**src/rtl/lcd_display_ctrl_pkg.sv**
```systemverilog
// Shared types, LCD command bytes and character helpers
// for the 16x2 LCD sequencer.
package lcd_display_ctrl_pkg;

    typedef enum logic [2:0] {
        OP_LOAD = 3'd0,
        OP_ADD  = 3'd1,
        OP_ADDI = 3'd2,
        OP_SUB  = 3'd3,
        OP_SUBI = 3'd4,
        OP_MUL  = 3'd5,
        OP_CLR  = 3'd6,
        OP_DPL  = 3'd7
    } opcode_e;

    typedef enum logic [2:0] {
        S_PWRUP,
        S_INIT,
        S_IDLE,
        S_SHOW,
        S_BLANK
    } ctrl_state_e;

    typedef enum logic [1:0] {
        W_IDLE,
        W_SETUP,
        W_PULSE,
        W_WAIT
    } wr_state_e;

    localparam logic [7:0] LCD_FUNC_SET = 8'h38;
    localparam logic [7:0] LCD_DISP_ON  = 8'h0C;
    localparam logic [7:0] LCD_ENTRY    = 8'h06;
    localparam logic [7:0] LCD_CLEAR    = 8'h01;
    localparam logic [7:0] LCD_ROW1     = 8'h80;
    localparam logic [7:0] LCD_ROW2     = 8'hC0;

    localparam logic [4:0] INIT_LEN  = 5'd4;
    localparam logic [4:0] SHOW_LEN  = 5'd16;
    localparam logic [4:0] BLANK_LEN = 5'd1;

    function automatic logic [7:0] hex_ascii(input logic [3:0] n);
        return (n < 4'd10) ? {4'h3, n} : (8'h37 + {4'h0, n});
    endfunction

    function automatic logic [7:0] mnem_char(
        input logic [2:0] op,
        input logic [1:0] pos
    );
        logic [31:0] s;
        logic [7:0]  c;
        s = "DPL ";
        unique case (op)
            OP_LOAD: s = "LOAD";
            OP_ADD:  s = "ADD ";
            OP_ADDI: s = "ADDI";
            OP_SUB:  s = "SUB ";
            OP_SUBI: s = "SUBI";
            OP_MUL:  s = "MUL ";
            OP_CLR:  s = "CLR ";
            OP_DPL:  s = "DPL ";
            default: s = "DPL ";
        endcase
        unique case (pos)
            2'd0:    c = s[31:24];
            2'd1:    c = s[23:16];
            2'd2:    c = s[15:8];
            default: c = s[7:0];
        endcase
        return c;
    endfunction

endpackage

```
**src/rtl/lcd_display_ctrl_byte_writer.sv**
```systemverilog
// One LCD byte transfer: setup cycle, enable pulse,
// then the command settle wait (longer after clear).
module lcd_byte_writer
    import lcd_display_ctrl_pkg::*;
#(
    parameter int CMD_CYC      = 2000,
    parameter int CLEAR_CYC    = 82000,
    parameter int EN_PULSE_CYC = 25
) (
    input  logic       clk,
    input  logic       rst_n,
    input  logic       req,
    input  logic       rs,
    input  logic [7:0] din,
    output logic       ack,
    output logic       done,
    output logic       lcd_e,
    output logic       lcd_rs,
    output logic [7:0] lcd_data
);

    localparam int M1   = (CMD_CYC > CLEAR_CYC) ? CMD_CYC : CLEAR_CYC;
    localparam int MAXC = (M1 > EN_PULSE_CYC) ? M1 : EN_PULSE_CYC;
    localparam int CW   = $clog2(MAXC + 1);

    localparam logic [CW-1:0] EN_LAST  = CW'(EN_PULSE_CYC - 1);
    localparam logic [CW-1:0] CMD_LAST = CW'(CMD_CYC - 1);
    localparam logic [CW-1:0] CLR_LAST = CW'(CLEAR_CYC - 1);

    wr_state_e     state;
    logic [CW-1:0] cnt;
    logic [CW-1:0] wait_last;

    assign wait_last = (!lcd_rs && lcd_data == LCD_CLEAR)
                     ? CLR_LAST : CMD_LAST;
    assign done = (state == W_WAIT) && (cnt == wait_last);
    // next byte may be taken back-to-back in the final wait cycle
    assign ack  = req && ((state == W_IDLE) || done);

    // transfer timing; rs/data only load while lcd_e is low
    always_ff @(posedge clk or negedge rst_n) begin
        if (!rst_n) begin
            state    <= W_IDLE;
            cnt      <= '0;
            lcd_e    <= 1'b0;
            lcd_rs   <= 1'b0;
            lcd_data <= 8'h00;
        end else begin
            unique case (state)
                W_SETUP: begin
                    lcd_e <= 1'b1;
                    cnt   <= '0;
                    state <= W_PULSE;
                end
                W_PULSE: begin
                    if (cnt == EN_LAST) begin
                        lcd_e <= 1'b0;
                        cnt   <= '0;
                        state <= W_WAIT;
                    end else begin
                        cnt <= cnt + 1'b1;
                    end
                end
                W_WAIT: begin
                    if (done) begin
                        cnt   <= '0;
                        state <= W_IDLE;
                    end else begin
                        cnt <= cnt + 1'b1;
                    end
                end
                default: state <= W_IDLE;
            endcase
            if (ack) begin
                lcd_rs   <= rs;
                lcd_data <= din;
                state    <= W_SETUP;
            end
        end
    end

endmodule

```
**src/rtl/lcd_display_ctrl.sv**
```systemverilog
// LCD sequencer: power-up wait, init commands, then
// instruction/result frames or a clear on request.
module lcd_display_ctrl
    import lcd_display_ctrl_pkg::*;
#(
    parameter int POWERUP_CYC  = 750000,
    parameter int CMD_CYC      = 2000,
    parameter int CLEAR_CYC    = 82000,
    parameter int EN_PULSE_CYC = 25
) (
    input  logic        clk,
    input  logic        rst_n,
    input  logic        show,
    input  logic        blank,
    input  logic [2:0]  opcode,
    input  logic [3:0]  reg_idx,
    input  logic [15:0] value,
    output logic        ready,
    output logic        lcd_rs,
    output logic        lcd_rw,
    output logic        lcd_e,
    output logic [7:0]  lcd_data
);

    localparam int PW = $clog2(POWERUP_CYC + 1);
    localparam logic [PW-1:0] PWR_LAST = PW'(POWERUP_CYC - 1);

    ctrl_state_e   state;
    logic [PW-1:0] pcnt;
    logic [4:0]    idx;
    logic [4:0]    seq_len;
    logic [2:0]    op_q;
    logic [3:0]    reg_q;
    logic [15:0]   val_q;
    logic          bus_rs;
    logic [7:0]    bus_byte;
    logic          req;
    logic          ack;
    logic          done;

    assign lcd_rw = 1'b0;

    // byte to send next, selected by frame type and index
    always_comb begin
        seq_len  = 5'd0;
        bus_rs   = 1'b0;
        bus_byte = 8'h00;
        unique case (state)
            S_INIT: begin
                seq_len = INIT_LEN;
                unique case (idx[1:0])
                    2'd0:    bus_byte = LCD_FUNC_SET;
                    2'd1:    bus_byte = LCD_DISP_ON;
                    2'd2:    bus_byte = LCD_ENTRY;
                    default: bus_byte = LCD_CLEAR;
                endcase
            end
            S_SHOW: begin
                seq_len = SHOW_LEN;
                bus_rs  = 1'b1;
                unique case (idx[3:0])
                    4'd0: begin
                        bus_rs   = 1'b0;
                        bus_byte = LCD_CLEAR;
                    end
                    4'd1: begin
                        bus_rs   = 1'b0;
                        bus_byte = LCD_ROW1;
                    end
                    4'd2:  bus_byte = mnem_char(op_q, 2'd0);
                    4'd3:  bus_byte = mnem_char(op_q, 2'd1);
                    4'd4:  bus_byte = mnem_char(op_q, 2'd2);
                    4'd5:  bus_byte = mnem_char(op_q, 2'd3);
                    4'd6:  bus_byte = " ";
                    4'd7:  bus_byte = "R";
                    4'd8:  bus_byte = hex_ascii(reg_q);
                    4'd9: begin
                        bus_rs   = 1'b0;
                        bus_byte = LCD_ROW2;
                    end
                    4'd10: bus_byte = "0";
                    4'd11: bus_byte = "x";
                    4'd12: bus_byte = hex_ascii(val_q[15:12]);
                    4'd13: bus_byte = hex_ascii(val_q[11:8]);
                    4'd14: bus_byte = hex_ascii(val_q[7:4]);
                    default: bus_byte = hex_ascii(val_q[3:0]);
                endcase
            end
            S_BLANK: begin
                seq_len  = BLANK_LEN;
                bus_byte = LCD_CLEAR;
            end
            default: ;
        endcase
    end

    assign req = (state == S_INIT || state == S_SHOW ||
                  state == S_BLANK) && (idx < seq_len);

    lcd_byte_writer #(
        .CMD_CYC      (CMD_CYC),
        .CLEAR_CYC    (CLEAR_CYC),
        .EN_PULSE_CYC (EN_PULSE_CYC)
    ) u_writer (
        .clk      (clk),
        .rst_n    (rst_n),
        .req      (req),
        .rs       (bus_rs),
        .din      (bus_byte),
        .ack      (ack),
        .done     (done),
        .lcd_e    (lcd_e),
        .lcd_rs   (lcd_rs),
        .lcd_data (lcd_data)
    );

    // top sequencer: frame selection, byte index, ready
    always_ff @(posedge clk or negedge rst_n) begin
        if (!rst_n) begin
            state <= S_PWRUP;
            pcnt  <= '0;
            idx   <= '0;
            ready <= 1'b0;
            op_q  <= '0;
            reg_q <= '0;
            val_q <= '0;
        end else begin
            unique case (state)
                S_PWRUP: begin
                    if (pcnt == PWR_LAST) begin
                        state <= S_INIT;
                        idx   <= '0;
                    end else begin
                        pcnt <= pcnt + 1'b1;
                    end
                end
                S_IDLE: begin
                    if (blank) begin
                        state <= S_BLANK;
                        idx   <= '0;
                        ready <= 1'b0;
                    end else if (show) begin
                        state <= S_SHOW;
                        idx   <= '0;
                        ready <= 1'b0;
                        op_q  <= opcode;
                        reg_q <= reg_idx;
                        val_q <= value;
                    end
                end
                default: begin
                    if (ack) begin
                        idx <= idx + 1'b1;
                    end
                    if (done && idx == seq_len) begin
                        state <= S_IDLE;
                        ready <= 1'b1;
                    end
                end
            endcase
        end
    end

endmodule
```
**config.mk**
```make
export PLATFORM = sky130hd
export DESIGN_NAME = lcd_display_ctrl
export DESIGN_NICKNAME = d
export VERILOG_FILES = /design/src/rtl/lcd_display_ctrl_pkg.sv /design/src/rtl/lcd_display_ctrl_byte_writer.sv /design/src/rtl/lcd_display_ctrl.sv
export SDC_FILE = /design/constraint.sdc
export NUM_CORES = 1
export LEC_CHECK = 0
export CORE_MARGIN = 2
export CORE_UTILIZATION = 59
export DETAILED_ROUTE_END_ITERATION = 8
export GPL_TIMING_DRIVEN = 0
export HOLD_SLACK_MARGIN = 0.06
export PLACE_DENSITY = 0.84
export SYNTH_ARGS = -nofsm -noshare
export SYNTH_HDL_FRONTEND = slang
export SYNTH_SLANG_ARGS = --single-unit
```
**constraint.sdc**
```tcl
create_clock -name clk -period 3.1 [get_ports clk]
set_input_delay 0.465 -clock clk [delete_from_list [all_inputs] [get_ports clk]]
set_output_delay 0.465 -clock clk [all_outputs]
set_load 0.05 [all_outputs]
```
* Word level (Yosys, flattened, before mapping)
Memories as Yosys holds them, arrays and structs flattened. Index checks and enable logic that the tools add are counted.
Word-level totals: latch bits 0, input port bits 27, memories kept 4, memory bits (writable) 0, word-level logic and storage cells 127, ROM bits 640, bits in registers 81
Memories:
- (name not given) | depth 8, bits a word 20, read ports 1, clocked after memory_dff 0, wr ports 0, RTL line lcd_display_ctrl_pkg.sv:53 | unique case (op)
- (name not given) | depth 8, bits a word 20, read ports 1, clocked after memory_dff 0, wr ports 0, RTL line lcd_display_ctrl_pkg.sv:53
- (name not given) | depth 8, bits a word 20, read ports 1, clocked after memory_dff 0, wr ports 0, RTL line lcd_display_ctrl_pkg.sv:53
- (name not given) | depth 8, bits a word 20, read ports 1, clocked after memory_dff 0, wr ports 0, RTL line lcd_display_ctrl_pkg.sv:53
Operators by class: equal/unequal tests 33, add/subtract/negate cells 8, divide/modulo/power cells 0, multiply operators 0, order comparisons 6, reduce and logical (&&, ||, !) cells 26, mux-type cells 35, bitwise operators 3, shift operators 0
Operator list (number):
- 8-bit one-hot mux with 15 select lines | 1
- 17-bit two-way mux | 3
- 17-bit one-hot mux with 3 select lines | 1
- 6-bit by 4-bit adder with 7-bit output, first input constant | 5
- 7-bit two-way mux | 5
- 4-bit == test, second input constant | 7
- 8-bit one-hot mux with 3 select lines | 1
- 20-bit by 1-bit adder with 20-bit output, second input constant | 1
- 20-bit == test, second input constant | 1
- 4-bit < comparator, second input constant | 5
- 5-bit two-way mux | 4
- 6-bit one-hot mux with 3 select lines | 1
- 17-bit by 1-bit adder with 17-bit output, second input constant | 1
- 17-bit == test | 1
- 17-bit by 5-bit == test with 1-bit output, second input constant | 1
- 4-bit by 3-bit == test with 1-bit output, second input constant | 4
- 5-bit one-hot mux with 3 select lines | 1
- 3-bit two-way mux | 4
- 3-bit AND reduction | 4
- 5-bit one-hot mux with 2 select lines | 1
- 3-bit nonzero test | 3
- 4-bit by 2-bit == test with 1-bit output, second input constant | 2
- 8-bit by 1-bit == test with 1-bit output, second input constant | 1
- 2-bit == test, second input constant | 3
- 27 further kinds | 50

* Depth between registers and ports, before layout
Gate-level depths: netlist of run 1.
word-level depth 9, mapped depth 11, depth with buffers taken out 10

* By module
Synthesis of run 1 repeated with hierarchy kept, for this count alone.
Unflattened totals: cells, all modules 604, area, all modules 5504.0 µm²
By module, submodules not included:
- lcd_display_ctrl | area each 3697.3 µm², cells an instance 408, instances 1, sequential area each 1301.2 µm²
- lcd_byte_writer | area each 1806.7 µm², cells an instance 196, instances 1, sequential area each 725.7 µm²

* Worst setup path after synthesis of run 1
No wires, ideal clock.
path type reg-to-reg, start point register state[0], end point register idx[4], path slack 0.627 ns, arrival 2.408 ns, stages on the path, launching flop included 11, data required time 3.034 ns, path through dfrtp_1 -> nor2b_1 -> nor2b_1 -> inv_1 -> ha_1 -> nand2_1 -> o21ai_0 -> nor3_1 -> o211ai_4 -> or4_1 -> nand2_1
On the way: longest elaborated chain between the ends 7, elaborated cells on any way between the ends 16, classes of those cells order compare (1); eq/ne (6); mux (2); reduce/logical (7)
Ends and longest elaborated chain:
- start, declared | RTL line lcd_display_ctrl.sv:28 | ctrl_state_e state;
- start signal, assigned | RTL line lcd_display_ctrl.sv:120 | state <= S_PWRUP;
- start signal, assigned | RTL line lcd_display_ctrl.sv:131 | state <= S_INIT;
- start signal, assigned | RTL line lcd_display_ctrl.sv:139 | state <= S_BLANK;
- 3-bit == test (tied with other cells) | RTL line lcd_display_ctrl.sv:48, lcd_display_ctrl.sv:98
- 5-bit one-hot mux with 3 select lines / 1-bit logical OR (equally long branches) | RTL line lcd_display_ctrl.sv:48, lcd_display_ctrl.sv:97
- 5-bit < comparator / 1-bit logical OR (equally long branches) | RTL line lcd_display_ctrl.sv:98, lcd_display_ctrl.sv:97
- 1-bit logical AND | RTL line lcd_display_ctrl.sv:98 | state == S_BLANK) && (idx < seq_len);
- 1-bit logical AND | RTL line lcd_display_ctrl_byte_writer.sv:38 | assign ack = req && ((state == W_IDLE) || done);
- 3-bit nonzero test (no source line)
- 3-bit AND reduction (no source line)
- end signal, assigned | RTL line lcd_display_ctrl.sv:153 | idx <= idx + 1'b1;
- end, declared | RTL line lcd_display_ctrl.sv:30 | logic [4:0] idx;
Parallel ways exist; a longest one is shown, timed or not. A chain may end at the register's enable or synchronous reset.

* Worst setup path after layout of run 1
start point register idx[1], end point register u_writer.lcd_data[0]
On the way: longest elaborated chain between the ends 3, elaborated cells on any way between the ends 24, classes of those cells order compare (1); eq/ne (16); mux (3); reduce/logical (4)
Ends and longest elaborated chain:
- 4-bit == test (tied with other cells) | RTL line lcd_display_ctrl.sv:61 | unique case (idx[3:0])
- 8-bit one-hot mux with 15 select lines (tied with other cells) | RTL line lcd_display_ctrl.sv:61
- 8-bit one-hot mux with 3 select lines / 1-bit logical AND (equally long branches) | RTL line lcd_display_ctrl.sv:48, lcd_display_ctrl_byte_writer.sv:38
- end signal, assigned | RTL line lcd_display_ctrl_byte_writer.sv:76 | lcd_data <= din;
- end, declared | RTL line lcd_display_ctrl_byte_writer.sv:19 | output logic [7:0] lcd_data
Parallel ways exist; a longest one is shown, timed or not.

==> results of run 1 <==
[cell type report]
| class | instances | share of cell area [%] |
|---|---|---|
| Tap cell | 105 | 2.25 |
| Buffer | 22 | 1.77 |
| Sequential cell | 81 | 34.6 |
| Clock inverter | 6 | 0.877 |
| Multi-Input combinational cell | 427 | 49.2 |
| Inverter | 31 | 1.99 |
| Timing Repair Buffer | 39 | 6.93 |
| Clock buffer | 10 | 2.35 |
[synth_stat cells, drive strengths merged (3+ instances only)]
| master | instances | area (um^2) |
|---|---|---|
| o22ai | 7 | 43.8 |
| and4b | 5 | 50.1 |
| nand2b | 5 | 31.3 |
| a21oi | 25 | 125 |
| and2 | 4 | 25.0 |
| o21ai | 48 | 248 |
| o21a | 3 | 22.5 |
| nor3 | 14 | 75.1 |
| nand3 | 20 | 100 |
| o31ai | 3 | 22.5 |
| dfrtp | 81 | 2030 |
| xor2 | 13 | 114 |
| clkbuf | 13 | 48.8 |
| a21o | 3 | 22.5 |
| buf | 9 | 55.0 |
| and4 | 3 | 26.3 |
| a211oi | 6 | 45.0 |
| nor2 | 39 | 146 |
| o211ai | 8 | 73.8 |
| mux2i | 4 | 40.0 |
| mux2 | 14 | 158 |
| and3 | 12 | 76.3 |
| nand4b | 4 | 35.0 |
| ha | 29 | 363 |
| or4 | 3 | 30.0 |
| a31oi | 3 | 18.8 |
| inv | 31 | 116 |
| nor4bb | 3 | 30.0 |
| xnor2 | 23 | 201 |
| nand2 | 65 | 244 |
| nor4b | 3 | 26.3 |
| nor2b | 8 | 50.1 |
| a2111oi | 3 | 26.3 |
| nand4 | 10 | 62.6 |
| a32oi | 4 | 35.0 |
| nor4 | 5 | 46.3 |
[kinds of logic (layout without fill, tap and decap cells)]
logic type,Yosys count,in the layout,share of synthesized area [%]
AND/OR/NAND/NOR,212,212,22.1
AO/OA/AOI/OAI,131,131,16.8
flip-flops,81,81,39.6
buffers and inverters,53,108,4.30
XOR/XNOR,36,36,6.16
adder cells (fa/ha/maj),29,29,7.09
multiplexers,18,18,3.86
other,1,1,0.0733
[registers in the layout, summed over array words and instances (netlist names), 3 cells and up]
register and cells:
pcnt 20, u_writer.cnt 17, val_q 16, u_writer.lcd_data 8
idx 5, reg_q 4, op_q 3, state 3
[metal layers]
| layer | vias up | part of all wire (%) |
|---|---|---|
| met4 | 0 | 1.4 |
| met2 | 132 | 45 |
| met3 | 16 | 6.7 |
| met5 | - | 0 |
| met1 | 2111 | 47 |
| li1 | 2112 | - |
[metrics by stage]
| step | total power, uW | instance area (um^2) | instances | setup slack (ns) | TNS, ns |
|---|---|---|---|---|---|
| 4_1_cts | 1880 | 5840 | 721 | 0.259 | 0 |
| 6_report | 1860 | 5850 | 721 | 0.281 | 0 |
| 5_1_grt | 1930 | 5850 | 721 | 0.0586 | 0 |
| 3_5_place_dp | 1140 | 5650 | 704 | 0.302 | 0 |
| 3_3_place_gp | 1140 | 5620 | 703 | -1.21 | -97.72 |
| 2_1_floorplan | 1080 | 5120 | 561 | 0.627 | 0 |
[where the power goes]
| group | switching [uW] | internal [uW] | total, uW |
|---|---|---|---|
| Combinational | 29.3 | 34.0 | 63.3 |
| Sequential | 0 | 1060 | 1060 |
| Clock | 423 | 322 | 745 |
[timing repair]
item | CTS | global route
hold buffers | 1 | 0
endpoints found under the hold margin | 21 | 0
gates resized for setup | 0 | 2
endpoints found under the setup margin | 0 | 12
[path summary, 6_finish.rpt]
path / start / endpoint / slack, ns
worst max register to register: idx[1] / u_writer.lcd_data[0] / 0.28
max in group asynchronous: rst_n / idx[4] / 1.98
min in group asynchronous: rst_n / val_q[8] / 0.54
worst min-delay path: pcnt[5] / pcnt[5] / 0.48
worst max-delay path: idx[1] / u_writer.lcd_data[0] / 0.28
worst min register to register: pcnt[5] / pcnt[5] / 0.48
==> metrics list, run 1 <==
- Using the TritonRoute via totals, the vias-per-cell ratio works out to ~6.1.
- Input/output buffers: 37
- The synthesized design contains 0 enable-type register cells.
- Vertical die dimension: 97.1 um
- Type of the worst setup path: flip-flop to flip-flop
- Achievable frequency: around 350 MHz
- Area taken by multi-input logic gates: 2880 um^2
- Critical Path Sink Type: flip-flop
- Number of synthesized register bits: 81
- Number of post-CTS setup repair buffers: 0
* Number of antenna violations at the first check in global routing: 0
* Result of the run: finished clean
- Max-cap violations in this run came to 0.
- Clock tree root driver cell: sky130_fd_sc_hd__clkbuf_8
- The die covers 9440 um^2.
* Total routing usage reported by global routing: a little over a quarter
- Traced cell by cell, the critical path runs through inv_1 > ha_1 > clkbuf_1 > nor2_1 > and3_1 > clkbuf_1 > nor3_1 > nand4_1 > a221oi_1 > o21ai_0.
* Number of max-slew violations in the final report: 0
- The worst register-to-register path has a depth of 10.
* Number of vias after detailed routing: 4371
- Number of standard cells after synthesis: roughly 560
* Slowest cell delay on critical path: between 0.4 and 0.5 ns
* Clock transition at the register clock pins on the worst setup and hold paths after CTS: around 0.090 ns
- Count of standard-cell rows: 33
* Pwr Density: around 320 nW/um^2
- Leaving out fill and tap cells, the most frequent cells in the layout are sky130_fd_sc_hd__dfrtp_1, sky130_fd_sc_hd__nand2_1, sky130_fd_sc_hd__o21ai_0.
* Crit path max-delay cell type: sky130_fd_sc_hd__dfrtp_1
* Final standard cell utilization of the core: 70.5%
* First-pass GRT wire length: between 20 and 25 mm
- In this run the static leakage power is roughly 0.0026 uW.
* Worst hold stages: 1
* Post-route DRC: 0
* Global routing usage on met3: roughly 6.5%
- Dividing the final minimum period by the clock period gives ~91%.
* Total CTS buffers: 9
- Clock latency of the later-clocked register in the worst-skew pair: 0.37 ns
- Measured against its own limit, the worst slew margin works out to roughly half.
* GRT overflow: 0
- Worst path arrival time: 3.06 ns
* Starting utilization of the core area: around three fifths
- H-tree levels: 3
* TritonCTS clock tree: built
- After filler insertion, the fill cell instance count of the layout stands at ~650.
* Number of distinct library cells after synthesis: 67
- Number of nets produced by synthesis: 617
- Met1 routing resource usage after global routing: approximately 37%
* Worst min path class: flip-flop to flip-flop
- Critical-path maximum fanout: 10
- After synthesis, the mean cell area works out to roughly 9.1 um^2.
- First-pass DRT Iterations: 5
- Maximum number of pins on one net before global-route repair: 61
- Cell type with the highest occurrence count on the critical path: sky130_fd_sc_hd__clkbuf_1
* Nets@finish: between 600 and 700
* Critical path depth: 10
* Met2 layer usage reported by global route: about two fifths
* Drt initial violations: 264
* Post-synthesis to final-layout area growth: 14.3%
- In the final routed layout, each cell accounts on average for 16.5 um.
- At the end of routability-driven placement, the weighted congestion stood at approximately 0.94.
* Via count of the first global-routing pass: roughly 4200
- Max rail drop VDD: ~180 uV
- Post-layout minimum cycle time: around 2.8 ns
- Layout cell share with drive strength beyond 1: 9.25%
* Clock sink total: 81
* Worst slack on hold paths: 0.477 ns
* Number of endpoints with negative hold slack in the final report: 0
* Seq. cell area: 2030 um^2
- At the pin with the least slew margin, the transition time is 0.739 ns.
* Share of the yosys chip area belonging to registers: 39.6%
* Worst setup skew after layout: 0.0146 ns
- The repair_antennas step left the layout with diodes totalling 0.
* Total of endpoints with negative setup slack in the final report: 0
- CP Data Required Time: approximately 3.3 ns
- Top FF cell, synth: sky130_fd_sc_hd__dfrtp_1
- Buffers and inverters on the worst path: 3
- Summing every instance area after synthesis gives around 5100 um^2.
* Crit start category: flip-flop
- Cell class contributing the biggest share of worst-path delay: buffers and inverters
* Busiest grt layer: met2
- Max Root-Sink Buffers: 2
* Core area: 8300 um^2
- The final layout contains routed wiring with a total length of approximately 12 mm.
- Setup repair after global routing left no endpoint under its margin.
- DPL Wire Length: between 8 and 9 mm
* Most common cell after layout, fill and taps aside: sky130_fd_sc_hd__dfrtp_1
- The detail route stage leaves a number of antenna-violating nets equal to 0.
- Counting flops with an async set or reset pin after synthesis yields a share of between 90% and 100%.
- Yosys warning total: 0
* I/O Pins: 39
* Floorplan die width: slightly below 100 um
No activity file was read; power rests on OpenSTA's default activity.
==> run 2, diff against run 1 <==
Settings changed: MAX_ROUTING_LAYER from default to met4.
==> run 2 against run 1 <==
  * Setup slack lost 0.11 ns
  * Maximum frequency shrank 3.8%
  * Die area is the same
  * Flip-flop and latch count is the same
  * Largest power group unchanged
  * Routed wire length grew 1.9%
  * Utilization grew 0.66 points
  * Critical path type unchanged
  * Critical endpoint unchanged
  * Clock power grew 28%
  * Global-route usage grew 1.4 points
  * Sequential power is essentially flat
  * Clock-buffer cell count is the same
  * Critical path depth is the same
==> metrics list, run 2 (synthesis results as in run 1) <==
- Cell count after placement: just over 700
* Max rail drop VDD: 299 uV
- The largest individual stage delay along the critical path comes from the cell sky130_fd_sc_hd__dfrtp_1.
* Area taken by multi-input logic gates: between 2000 and 3000 um^2
- RSZ-0062 raised after global routing: no
- The total area inside the core boundary comes to 8300 um^2.
- In the layout the commonest cells are sky130_fd_sc_hd__dfrtp_1, sky130_fd_sc_hd__nand2_1, sky130_fd_sc_hd__o21ai_0.
- Combinational Power Share: ~3.1%
- Count of standard-cell rows: 33
- The startpoint identified for the worst register-to-register timing path is idx[0].
- Number of endpoints with negative hold slack in the final report: 0
- The worst setup path is captured at a flip-flop.
- Crit-path cells: inv_1 > ha_1 > clkbuf_1 > nor2_1 > and3_1 > clkbuf_1 > nor3_1 > nand4_1 > a221oi_1 > o21ai_0
- Type of the worst setup path: flip-flop to flip-flop
- Reported max-cap violation count: 0
- Post-CTS timing repair inserted 0 buffers for setup.
- Setup violations remaining at the end of the flow were counted as 0.
- Critical-path maximum fanout: 10
- Overall power after layout: 2080 uW
* Register-to-Register Setup Slack: 0.17 ns
- Cells with a size suffix above 1 make up 9.09% of the layout.
* TritonCTS clock tree: built
* Result of the run: finished clean
- STA puts the critical path data required time at between 3 and 4 ns.
- The first detailed-routing pass took 5 iterations.
- Filler cell count: roughly 660
- After detailed routing, the total wire length is 12.1 mm.
- The congestion estimate from routability-driven global placement came to 0.959.
- More flip-flops sit in one register than any other, and that register is pcnt.
* R2R depth: 10
- Launch instance of the worst min-delay path: pcnt[19]
* Nets@finish: around 670
* Maximum number of pins on one net before global-route repair: 60
- Clock latency of the later-clocked register in the worst-skew pair: between 0.3 and 0.4 ns
* Input/output buffers: 37
* Post-route DRC: 0
- Cell type with the highest occurrence count on the critical path: sky130_fd_sc_hd__clkbuf_1
- Summed over all layers, the global routing overflow is 0.
* Endpoint with the worst hold slack: pcnt[19]
* Placed standard-cell area: about 5600 um^2
- Achievable frequency: ~340 MHz
* Capture point of the worst reg-to-reg path: u_writer.lcd_data[0]
- Sequential share of power: 50.9%
* Buffers and inverters on the worst path: 3
- For this design the ratio of total power to cell area is 351 nW/um^2.
- For this design the top-level I/O count stands at 39.
* Design area: approximately 6000 um^2
* Worst slew margin relative to its limit: between 40% and 50%
* Critical path depth: 10
- The number of antenna violations at the first check in global routing was 0.
* First-pass GRT wire length: between 20 and 25 mm
- Worst setup skew after layout: approximately 0.016 ns
- Once detailed placement completed, the half-perimeter wirelength came to approximately 8.8 mm.
* Slowest cell delay on critical path: around 0.44 ns
* Slew at the pin closest to its max-slew limit: between 0.7 and 0.8 ns
- The worst hold path belongs to the class flip-flop to flip-flop.
- After detailed routing, the number of vias per cell comes to between 6 and 7.
- The sequential cells in the finished layout cover a total of ~2000 um^2.
* Switching portion of total power: approximately 21%
- The number of clock buffers added by TritonCTS is 9.
- Post-layout minimum cycle time: just under 3 ns
- H-tree levels: 3
- DIE AREA: between 9000 and 10000 um^2
* Cell class contributing the biggest share of worst-path delay: simple AND/OR/NAND/NOR gates
* Registers with the most flip-flops: pcnt x20, u_writer.cnt x17, val_q x16
- Of the total power, the clock network draws roughly 46%.
* Total routing usage reported by global routing: 27.5%
- The number of pins exceeding their max-slew limit in the final report came to 0.
- In this run the static leakage power is between 0.002 and 0.003 uW.
* Drt initial violations: 264
- Across all hold checks on the routed design, the worst slack comes to approximately 0.48 ns.
- The repair_antennas step left the layout with diodes totalling 0.
- Worst Setup SP: idx[0]
- The count of nets left with antenna violations once routing finished came out at 0.
- The register with the most flip-flops in the layout has 20 of them.
- Vertical die dimension: between 90 and 100 um
- The worst path uses a little over nine tenths of the clock period.
- Most common cell after layout, fill and taps aside: sky130_fd_sc_hd__dfrtp_1
- STA classifies the critical path startpoint as a flip-flop.
- Data arrives at the worst endpoint at approximately 3.2 ns.
- Dividing the detail-routed wire length by the instance count gives about 17 um.
* Total net switching power: between 400 and 500 uW
- The number of global-route vias before repair is roughly 4200.
- Number of vias after detailed routing: approximately 4400
- Clock-pin slew was measured on the worst setup and hold paths at around 0.090 ns.
- Floorplan die width: 97.1 um
* Starting utilization of the core area: 61.7%
* Max Root-Sink Buffers: 2
* Total internal power: around 1600 uW
* Worst hold stages: 1
- Clock sink total: 81
- Post-synthesis to final-layout area growth: 15.4%
* Number of standard cells in the layout, taps in and fillers out: 721
* Clock tree root driver cell: sky130_fd_sc_hd__clkbuf_8
run 2: changes by cell type in the layout (fill, tap and decap cells not counted):
cell and change:
sky130_fd_sc_hd__inv_6 -1, sky130_fd_sc_hd__clkbuf_1 +1, sky130_fd_sc_hd__clkinv_4 +2, sky130_fd_sc_hd__clkinvlp_4 -3
sky130_fd_sc_hd__bufinv_16 +3, sky130_fd_sc_hd__inv_8 -1, sky130_fd_sc_hd__clkbuf_8 -1
run 2: through the flow:
step / util [%] / worst slack (ns) / TNS [ns]
CTS: 71.1 / 0.202 / 0
detailed placement: 68.0 / 0.231 / 0
global route: 71.2 / 0.0441 / 0
finish: 71.2 / 0.171 / 0
floorplan: - / 0.627 / 0
global placement: 67.7 / -1.21 / -96.98
run 2: cell type report:
class                           count  share of cell area, %
Sequential cell                    81                   34.3
Tap cell                          105                   2.22
Buffer                             22                   1.76
Timing Repair Buffer               39                   6.86
Multi-Input combinational cell    427                   48.7
Clock buffer                       10                   2.16
Inverter                           31                   1.97
Clock inverter                      6                   1.97
run 2: layer usage:
metal / global-route usage, % / routed length [um]
met5: - / 0
met4: 6.50 / 144
met3: 5.90 / 729
met2: 41.3 / 5510
met1: 38.6 / 5730
run 2: worst max-delay path by stage:
stage / to / slack, ns
global placement: pcnt[16] / -1.21
finish: u_writer.lcd_data[0] / 0.17
detailed placement: idx[4] / 0.23
CTS: idx[4] / 0.20
floorplan: idx[4] / 0.63
global route: u_writer.lcd_data[4] / 0.04
run 2: worst register-to-register path, delay by kind of cell, from the launching register on:
| family | cells | cell delay (ns) |
|---|---|---|
| buf+inv | 3 | 0.82 |
| flops | 1 | 0.44 |
| simple gates | 4 | 0.86 |
| fa+ha+maj | 1 | 0.17 |
| compound gates | 2 | 0.51 |
run 2: power groups by stage:
stage / combinational, uW / clock, uW / sequential, uW
floorplan: 5.35 / 0 / 1080
global placement: 58.4 / 0 / 1080
detailed placement: 64.5 / 0 / 1080
CTS: 66.1 / 967 / 1060
global route: 70.7 / 1010 / 1060
finish: 63.9 / 956 / 1060
run 2: what timing repair did:
item | CTS | global route
gates resized for setup | 0 | 2
endpoints found under the hold margin | 22 | 0
endpoints found under the setup margin | 0 | 12
hold buffers | 1 | 0
